==> src/rtl/usb_uart_tx_fifo.sv <==
// usb_uart_tx_fifo
//   Byte FIFO plus a write-side sequencer that drains it into the usb_uart
//   write port. The client pushes bytes with a valid/ready handshake, at most
//   one per clock. Each byte is presented on uart_di with uart_we held high
//   until uart_wait is low. After every accepted write there is at least one
//   idle cycle. When CRLF=1, each LF byte is sent as CR and then LF.
//
// Ports
//   clk_48mhz     sole clock, rising edge
//   resetn        async active-low reset
//   in_valid      client byte valid
//   in_data[7:0]  client byte
//   in_ready      FIFO not full
//   level         bytes stored (0..2**DEPTH_LOG2)
//   overflow      sticky: push attempted while full
//   clr_overflow  synchronous clear of overflow (a same-cycle set wins)
//   busy          FIFO non-empty or a write is in progress
//   uart_we       write strobe to usb_uart
//   uart_di[7:0]  write data to usb_uart
//   uart_wait     usb_uart stall; a write completes when it is low
//
// Sequencer states
//   state      | meaning
//   -----------+------------------------------------------------------------
//   ST_IDLE    | uart_we low; launches the head byte, or a CR before an LF
//   ST_SEND_CR | CR of an LF expansion on the bus; the LF stays in the FIFO
//   ST_SEND    | popped byte on the bus, waiting for uart_wait low

module usb_uart_tx_fifo #(
  parameter int DEPTH_LOG2 = 4,
  parameter bit CRLF       = 1'b1
) (
  input  logic                  clk_48mhz,
  input  logic                  resetn,
  input  logic                  in_valid,
  input  logic [7:0]            in_data,
  output logic                  in_ready,
  output logic [DEPTH_LOG2:0]   level,
  output logic                  overflow,
  input  logic                  clr_overflow,
  output logic                  busy,
  output logic                  uart_we,
  output logic [7:0]            uart_di,
  input  logic                  uart_wait
);

  localparam int DEPTH = 1 << DEPTH_LOG2;
  localparam logic [DEPTH_LOG2:0] LP_FULL = (DEPTH_LOG2 + 1)'(DEPTH);

  typedef enum logic [1:0] {
    ST_IDLE    = 2'd0,
    ST_SEND_CR = 2'd1,
    ST_SEND    = 2'd2
  } state_t;

  logic [7:0]            r_mem [DEPTH];
  logic [DEPTH_LOG2-1:0] r_wr_ptr;
  logic [DEPTH_LOG2-1:0] r_rd_ptr;
  logic [DEPTH_LOG2:0]   r_level;
  logic                  r_overflow;

  state_t                r_state;
  logic                  r_uart_we;
  logic [7:0]            r_uart_di;
  logic                  r_cr_done;

  state_t                w_state_nxt;
  logic                  w_we_nxt;
  logic [7:0]            w_di_nxt;
  logic                  w_cr_done_nxt;
  logic                  w_pop;

  logic                  w_full;
  logic                  w_empty;
  logic                  w_push;
  logic [7:0]            w_head;

  // Full and empty come from the registered level, so in_ready never depends
  // on a pop happening in the same cycle.
  assign w_full   = (r_level == LP_FULL);
  assign w_empty  = (r_level == '0);
  assign w_push   = in_valid && !w_full;
  assign w_head   = r_mem[r_rd_ptr];

  assign in_ready = !w_full;
  assign level    = r_level;
  assign overflow = r_overflow;
  assign busy     = !w_empty || r_uart_we;
  assign uart_we  = r_uart_we;
  assign uart_di  = r_uart_di;

  // Storage is not reset; stale contents are unreachable once the pointers clear.
  always_ff @(posedge clk_48mhz) begin
    if (w_push) begin
      r_mem[r_wr_ptr] <= in_data;
    end
  end

  always_ff @(posedge clk_48mhz or negedge resetn) begin
    if (!resetn) begin
      r_wr_ptr   <= '0;
      r_rd_ptr   <= '0;
      r_level    <= '0;
      r_overflow <= 1'b0;
    end else begin
      if (w_push) begin
        r_wr_ptr <= r_wr_ptr + DEPTH_LOG2'(1);
      end
      if (w_pop) begin
        r_rd_ptr <= r_rd_ptr + DEPTH_LOG2'(1);
      end
      case ({w_push, w_pop})
        2'b10:   r_level <= r_level + (DEPTH_LOG2 + 1)'(1);
        2'b01:   r_level <= r_level - (DEPTH_LOG2 + 1)'(1);
        default: r_level <= r_level;
      endcase
      if (in_valid && w_full) begin
        r_overflow <= 1'b1;
      end else if (clr_overflow) begin
        r_overflow <= 1'b0;
      end
    end
  end

  always_ff @(posedge clk_48mhz or negedge resetn) begin
    if (!resetn) begin
      r_state   <= ST_IDLE;
      r_uart_we <= 1'b0;
      r_uart_di <= 8'h00;
      r_cr_done <= 1'b0;
    end else begin
      r_state   <= w_state_nxt;
      r_uart_we <= w_we_nxt;
      r_uart_di <= w_di_nxt;
      r_cr_done <= w_cr_done_nxt;
    end
  end

  always_comb begin
    w_state_nxt   = r_state;
    w_we_nxt      = r_uart_we;
    w_di_nxt      = r_uart_di;
    w_cr_done_nxt = r_cr_done;
    w_pop         = 1'b0;
    case (r_state)
      ST_IDLE: begin
        w_we_nxt = 1'b0;
        if (!w_empty) begin
          // The LF stays at the head while its CR goes out. cr_done marks
          // that the CR has been sent, so the next visit pops the LF.
          if (CRLF && (w_head == 8'h0A) && !r_cr_done) begin
            w_di_nxt      = 8'h0D;
            w_we_nxt      = 1'b1;
            w_cr_done_nxt = 1'b1;
            w_state_nxt   = ST_SEND_CR;
          end else begin
            w_di_nxt      = w_head;
            w_we_nxt      = 1'b1;
            w_pop         = 1'b1;
            w_cr_done_nxt = 1'b0;
            w_state_nxt   = ST_SEND;
          end
        end
      end
      ST_SEND_CR, ST_SEND: begin
        if (!uart_wait) begin
          w_we_nxt    = 1'b0;
          w_state_nxt = ST_IDLE;
        end
      end
      default: begin
        w_we_nxt    = 1'b0;
        w_state_nxt = ST_IDLE;
      end
    endcase
  end

endmodule
==> config.mk <==
export PLATFORM = sky130hd
export DESIGN_NAME = usb_uart_tx_fifo
export DESIGN_NICKNAME = d
export VERILOG_FILES = /design/src/rtl/usb_uart_tx_fifo.sv
export SDC_FILE = /design/constraint.sdc
export NUM_CORES = 1
export LEC_CHECK = 0
export CORE_MARGIN = 2
export CORE_UTILIZATION = 39
export DETAILED_ROUTE_END_ITERATION = 8
export SLEW_MARGIN = 20
export SYNTH_ARGS = -nofsm -noshare
export SYNTH_HDL_FRONTEND = slang
export SYNTH_SLANG_ARGS = --single-unit
export TNS_END_PERCENT = 5
==> constraint.sdc <==
create_clock -name clk_48mhz -period 8.3 [get_ports clk_48mhz]
set_input_delay 0.83 -clock clk_48mhz [delete_from_list [all_inputs] [get_ports clk_48mhz]]
set_output_delay 0.83 -clock clk_48mhz [all_outputs]
set_load 0.05 [all_outputs]
==> run_results.csv, run 1 <==
group,metric,value,unit
status,status,"finished, final reports clean",
synthesis,synth_area_leaders,"edfxtp_1 61%, mux4_2 11%, dfrtp_1 10%",
timing,fin_tns_setup,0,ns
floorplan,fp.dieArea,17200,µm²
setup_path,cp_cell_sequence,"buf_4 -> mux4_2 -> a22oi_1 -> and3_1 -> nor4_4 -> a21oi_2 -> ha_1 -> inv_1 -> fa_1 -> inv_1 -> a21o_1 -> a21oi_1 -> xnor2_1 -> nor2_1 -> xor2_1",
drt,drt-total-wl,12200,µm
grt,grt_pass1_wl,19400,µm
synthesis,synthDistinctLibCells,37,
worst_hold_path,hold_path_class,"reg -> reg",
floorplan,core_area,15800,µm²
setup_path,crit_slowest_cell,"mux4_2",
timing,maxSlewViolCount,0,
clock_tree,numCtsBuffers,17,
drt,m1WireLength,5670,µm
floorplan,rows,46,
synthesis,synth.top_cell.area_share,61.0,%
floorplan,fp.dieH,131,µm
synthesis,synthCells,363,
drt,viasPerCell,5.08,
floorplan,pin_count,30,
finish,multi_input_area,1690,µm²
clock_tree,cts.sinks,154,
synthesis,synth.avg_cell_area,17.4,µm²
power,p_per_area,380,nW/µm²
finish,fin_util,46.7,%
timing,finClkSkew,0.00617,ns
clock_tree,path_clk_slew,0.06,ns
timing,worst_slew_pin_slew,1.09,ns
finish,ff_latch_area,4500,µm²
setup_path,cp_common_cell,"inv_1",
power,seqPwrFrac,37.9,%
power,combPwrFrac,35.5,%
timing,max_freq,255,MHz
setup_path,critPathMaxStageDelay,0.64,ns
clock_tree,clk_latency,0.42,ns
floorplan,die_w,131,µm
synthesis,yosysSeqAreaShare,71.3,%
setup_path,start_kind,"flop",
setup_path,critPathMaxFanout,37,
drt,wl_met2,5820,µm
setup_path,critPathTopFamily,"buffers and inverters",
synthesis,yosysMostFrequentCell,"edfxtp_1",
clock_tree,cts_resized,0,
setup_path,cp.required,8.60,ns
timing,rsz0062_at_grt,"false",
drt,highest_layer,"met4",
timing,hold_viol_final,0,
drt,firstDrtPassIters,4,
timing,maxSlewHeadroom,27.3,%
power,vdd_ir_drop_max,201,µV
grt,first_global_vias,3334,
run,cap_violations,0,
clock_tree,cts-root-buf,"clkbuf_16",
place,port_buffers,29,
synthesis,synth.cells.most_frequent,"128 x edfxtp_1, 37 x nand2_1, 31 x mux4_2, 26 x dfrtp_1, 21 x nor2_1",
place,dp_hpwl,8100,µm
synthesis,synth_nets,387,
synthesis,yosys_most_used_dff,"edfxtp_1",
finish,area_growth,17.2,%
synthesis,synth_top_area_cell,"edfxtp_1",
drt,antenna_left,0,
floorplan,initial_utilization,39.8,%
place,gp_congestion,0.741,
clock_tree,cts_tree,"yes",
grt,grtUsageTotal,15.9,%
synthesis,synth_edf_count,128,
synthesis,ys_ff_latch,154,
power,p_sw,988,µW
drt,drtIter0Drc,280,
power,pwr-share-clk,26.7,%
timing,finalSetupViolCount,0,
finish,fill_cells,1320,
timing,fin_crit_sh,47.2,%
synthesis,netlist_area,6300,µm²
setup_path,crit_arrival,4.22,ns
power,p_leak,2.54,nW
clock_tree,cts_hold_buf,0,
timing,period_minus_slack,3.92,ns
setup_path,critPathKind,"reg -> reg",
finish,drive_above_1_share,18.5,%
finish,nNetsFinal,422,
setup_path,critPathCaptureType,"flop",
finish,diodes,0,
drt,route.detailed.drc,0,
synthesis,yosysWarnings,0,
grt,antenna_found_initial,0,
grt,grt_max_degree,38,
clock_tree,post_cts_buffers,0,
drt,via_count,3184,
clock_tree,clk_path_buf_depth,2,
drt,dr_wl_met3,554,µm
power,intPower,1.82,mW
synthesis,async_flop_share,16.9,%
clock_tree,htreeDepth,4,
drt,wl_per_cell,19.4,µm
setup_path,crit_buf_inv,3,
power,p_sw_share,35.2,%
grt,overflow,0,
==> path summary, 6_finish.rpt <==
kind | start | end | slack, ns | cells past startpoint
setup / recovery | r_rd_ptr[0] | level[4] | 4.38 | 15
hold / removal | uart_di[4] | uart_di[4] | 0.48 | 2
setup reg to reg | r_rd_ptr[0] | level[4] | 4.38 | 15
hold reg to reg | uart_di[4] | uart_di[4] | 0.48 | 2
max in group asynchronous | resetn | r_rd_ptr[0] | 7.23 | 2
min in group asynchronous | resetn | level[4] | 0.79 | 2
==> placed cells by master (no fill, tap or decap), types with 3 or more instances in the layout <==
cell type,count
ha_1,10
inv_1,10
nor2_1,21
a22oi_1,6
mux2i_1,6
o21ai_0,8
mux4_2,31
nand3_1,11
clkbuf_16,17
buf_4,3
nand2b_1,4
nor2b_1,7
clkinvlp_4,3
xnor2_1,5
clkinv_4,4
edfxtp_1,128
dfrtp_1,25
xor2_1,6
clkdlybuf4s50_1,29
nand2_1,37
nor3_2,4
a21oi_1,6
and3_1,3
==> worst register-to-register path, delay by kind of cell, from the launching register on <==
kind / cells / cell delay (ns)
multiplexers: 1 / 0.71
buffers and inverters: 3 / 0.70
adder cells (fa/ha/maj): 2 / 0.67
AO/OA/AOI/OAI: 4 / 0.63
AND/OR/NAND/NOR: 3 / 0.45
flip-flops: 1 / 0.34
XOR/XNOR: 2 / 0.28
==> state kept, by name, indices dropped and copies added, names as in the netlist <==
register,flops
uart_we,1
overflow,1
level,5
r_mem,128
r_state,2
uart_di,8
r_cr_done,1
r_rd_ptr,4
r_wr_ptr,4
==> layer usage <==
| metal | vias up | global-route usage, % |
|---|---|---|
| li1 | 1467 | - |
| met1 | 1628 | 21.8 |
| met2 | 81 | 24.5 |
| met3 | 8 | 5.07 |
| met4 | 0 | 4.63 |
| met5 | - | 0 |
==> kinds of logic (layout without fill, tap and decap cells) <==
logic type               count (synthesis)  after routing  share of synthesized area, %
multiplexers                            38             38                          12.3
XOR/XNOR                                11             11                          1.53
AO/OA/AOI/OAI                           28             28                          2.96
adder cells (fa/ha/maj)                 11             11                          2.30
buffers and inverters                   26             74                          2.13
AND/OR/NAND/NOR                         95             95                          7.47
flip-flops                             154            154                          71.3
==> power by group through the flow <==
stage / registers, mW / logic (mW) / clock network, mW
2_1_floorplan: 1.15 / 0.672 / 0
3_5_place_dp: 1.08 / 1.01 / 0
4_1_cts: 1.06 / 1.01 / 0.759
3_3_place_gp: 1.07 / 0.996 / 0
6_report: 1.06 / 0.996 / 0.748
5_1_grt: 1.08 / 1.09 / 0.794
==> stage by stage <==
stage | power, mW | cells | setup slack, ns | cell area [µm²] | hold slack, ns
CTS | 2.83 | 627 | 4.35 | 7380 | 0.487
global placement | 2.07 | 595 | 4.40 | 6810 | 0.461
global route | 2.96 | 627 | 4.12 | 7380 | 0.517
finish | 2.81 | 627 | 4.38 | 7380 | 0.480
detailed placement | 2.09 | 595 | 4.36 | 6810 | 0.471
floorplan | 1.82 | 363 | 4.97 | 6300 | 0.454
==> area by class of cell <==
cell class,instances,share of cell area (%)
clock inverters,14,2.00
clock buffers,18,5.81
well taps,216,3.66
flip-flops and latches,154,60.9
multi-input cells,183,22.9
inverters,10,0.508
repair buffers,32,4.24
No activity file was read; power rests on OpenSTA's default activity.
==> run 2, diff against run 1 <==
- clock period: 8.3 -> 3.43 ns (I/O delays scaled with it)
==> run 2 against run 1 <==
Against the previous run: wire length increased by 6.0%; via count increased by 6.1%; first-iteration DRC count increased by 29%; fmax increased by 19%; worst setup slack got worse by 4.2 ns; die area unchanged; sequential power increased by 140%; highest routed layer unchanged; critical path type unchanged; flip-flop and latch count unchanged.
==> run_results.csv, run 2 (same netlist as run 1, synthesis figures left out) <==
group,metric,value,unit
timing,period_minus_slack,3.29,ns
place,port_buffers,29,
grt,antenna_found_initial,0,
setup_path,cp.required,3.73,ns
setup_path,rr_endpoint,"level[4]",
setup_path,critPathMaxFanout,6,
grt,grt_pass1_wl,19500,µm
setup_path,critPathCaptureType,"flop",
grt,first_global_vias,3354,
timing,hold_viol_final,0,
timing,finalSetupViolCount,0,
power,p_leak,2.78,nW
timing,worst_slew_pin_slew,0.822,ns
clock_tree,htreeDepth,4,
grt,overflow,0,
place,gp_congestion,0.853,
grt,grtUsageTotal,16.0,%
setup_path,critPathKind,"reg -> reg",
finish,final_area,7790,µm²
clock_tree,cts-root-buf,"clkbuf_16",
floorplan,pin_count,30,
finish,largest_reg_flops,128,
clock_tree,path_clk_slew,0.06,ns
run,cap_violations,0,
setup_path,reg2reg_depth,16,
finish,diodes,0,
grt,grt_max_degree,31,
setup_path,cp_cell_sequence,"buf_12 -> buf_4 -> mux4_2 -> mux2i_2 -> a22oi_2 -> nor4b_4 -> a21oi_2 -> ha_2 -> inv_1 -> fa_2 -> inv_1 -> a21o_1 -> a21oi_2 -> xnor2_1 -> nor2_1 -> xor2_1",
setup_path,crit_slowest_cell,"mux4_2",
floorplan,rows,46,
power,p_per_area,936,nW/µm²
clock_tree,cts_tree,"yes",
drt,wl_per_cell,19.4,µm
floorplan,fp.dieArea,17200,µm²
drt,firstDrtPassIters,4,
finish,final_common_cell,"edfxtp_1",
finish,final_cells,665,
timing,rsz0062_at_grt,"false",
timing,maxSlewViolCount,0,
status,status,"finished, final reports clean",
clock_tree,numCtsBuffers,17,
drt,drtIter0Drc,362,
drt,drt-total-wl,12900,µm
floorplan,die_w,131,µm
clock_tree,clk_path_buf_depth,2,
clock_tree,cts.sinks,154,
drt,route.detailed.drc,0,
setup_path,critPathMaxStageDelay,0.51,ns
setup_path,r2r-start,"r_rd_ptr[0]",
finish,most-common-layout-cells,"128 x edfxtp_1, 37 x nand2_1, 34 x buf_4, 31 x mux4_2, 29 x clkdlybuf4s50_1",
setup_path,crit_arrival,3.59,ns
drt,viasPerCell,5.08,
finish,nNetsFinal,460,
power,vdd_ir_drop_max,401,µV
worst_hold_path,hold_path_class,"in -> async",
finish,drive_above_1_share,28.3,%
floorplan,initial_utilization,39.8,%
timing,finClkSkew,0.00754,ns
timing,max_freq,304,MHz
timing,fin_crit_sh,95.8,%
drt,via_count,3378,
timing,maxSlewHeadroom,45.0,%
place,placedCellCount,623,
place,dp_hpwl,8570,µm
finish,largest-register,"r_mem",
setup_path,start_kind,"flop",
drt,antenna_left,0,
timing,timing.final.ws_setup,0.145,ns
floorplan,core_area,15800,µm²
finish,area_growth,23.7,%
setup_path,rrSetupSlack,0.14,ns
timing,fin_tns_setup,0,ns
place,placed_area,7040,µm²
floorplan,fp.dieH,131,µm
place,dp_slack,0.0421,ns
clock_tree,clk_latency,0.42,ns
-- run 2: cell types whose count changed in the layout (fill, tap and decap cells not counted), sizes merged --
cell	change
clkinvlp	-1
clkinv	-2
clkbuf	+2
inv	+5
bufinv	-1
buf	+35
-- run 2: worst max path at each step --
| stage | slack [ns] | cells past startpoint | endpoint | startpoint |
|---|---|---|---|---|
| 2_1_floorplan | 0.10 | 16 | level[4] | r_rd_ptr[0] |
| 3_3_place_gp | 0.09 | 15 | level[4] | r_rd_ptr[0] |
| 3_5_place_dp | 0.04 | 15 | level[4] | r_rd_ptr[0] |
| 4_1_cts | 0.02 | 15 | level[4] | r_rd_ptr[0] |
| 5_1_grt | 0.004 | 16 | level[4] | r_rd_ptr[0] |
| 6_report | 0.14 | 16 | level[4] | r_rd_ptr[0] |
-- run 2: worst max-delay path, delay by kind of cell (launching register included) --
kind,cells,cell delay [ns]
AOI/OAI and AO/OA,4,0.56
buffers and inverters,4,0.44
adders and majority gates,2,0.44
and+or+nand+nor,2,0.36
xor gates and xnor gates,2,0.26
DFF,1,0.37
muxes,2,0.72
-- run 2: cell type report --
class | count | area [µm²]
well taps | 216 | 270
repair buffers | 70 | 701
clock inverters | 15 | 139
fillers | 1311 | 8030
inverters | 10 | 37.5
clock buffers | 17 | 425
multi-input cells | 183 | 1720
flip-flops and latches | 154 | 4500
-- run 2: repair_timing --
| action | CTS | global route |
|---|---|---|
| setup buffers | 0 | 7 |
| hold endpoints to repair | 0 | 0 |
| endpoints found under the setup margin | 0 | 2 |
| gates resized for setup | 0 | 15 |
| hold buffers | 0 | 0 |
-- run 2: layer usage --
metal  wire length, µm  part of all wire, %  track usage (%)
met4               165                  1.3             6.01
met5                 0                    0                0
met3               846                  6.6             4.95
met1              5790                   45             22.1
met2              6110                   47             24.0
-- run 2: power by group --
group          switching [mW]  internal [mW]  total, mW  leakage, nW
sequential              0.197           2.34       2.54         1.47
clock                   0.769           1.01       1.78        0.276
combinational            1.60           1.37       2.97         1.03
total                    2.56           4.73       7.29         2.78
-- run 2: metrics by stage --
| step | power, mW | utilization [%] | hold slack, ns |
|---|---|---|---|
| final | 7.29 | 49.2 | 0.293 |
| after global placement | 5.25 | 44.5 | 0.460 |
| after CTS | 7.06 | 48.0 | 0.287 |
| after global routing | 7.71 | 49.2 | 0.329 |
| after floorplan | 4.41 | - | 0.0474 |
| after detailed placement | 5.28 | 44.5 | 0.460 |
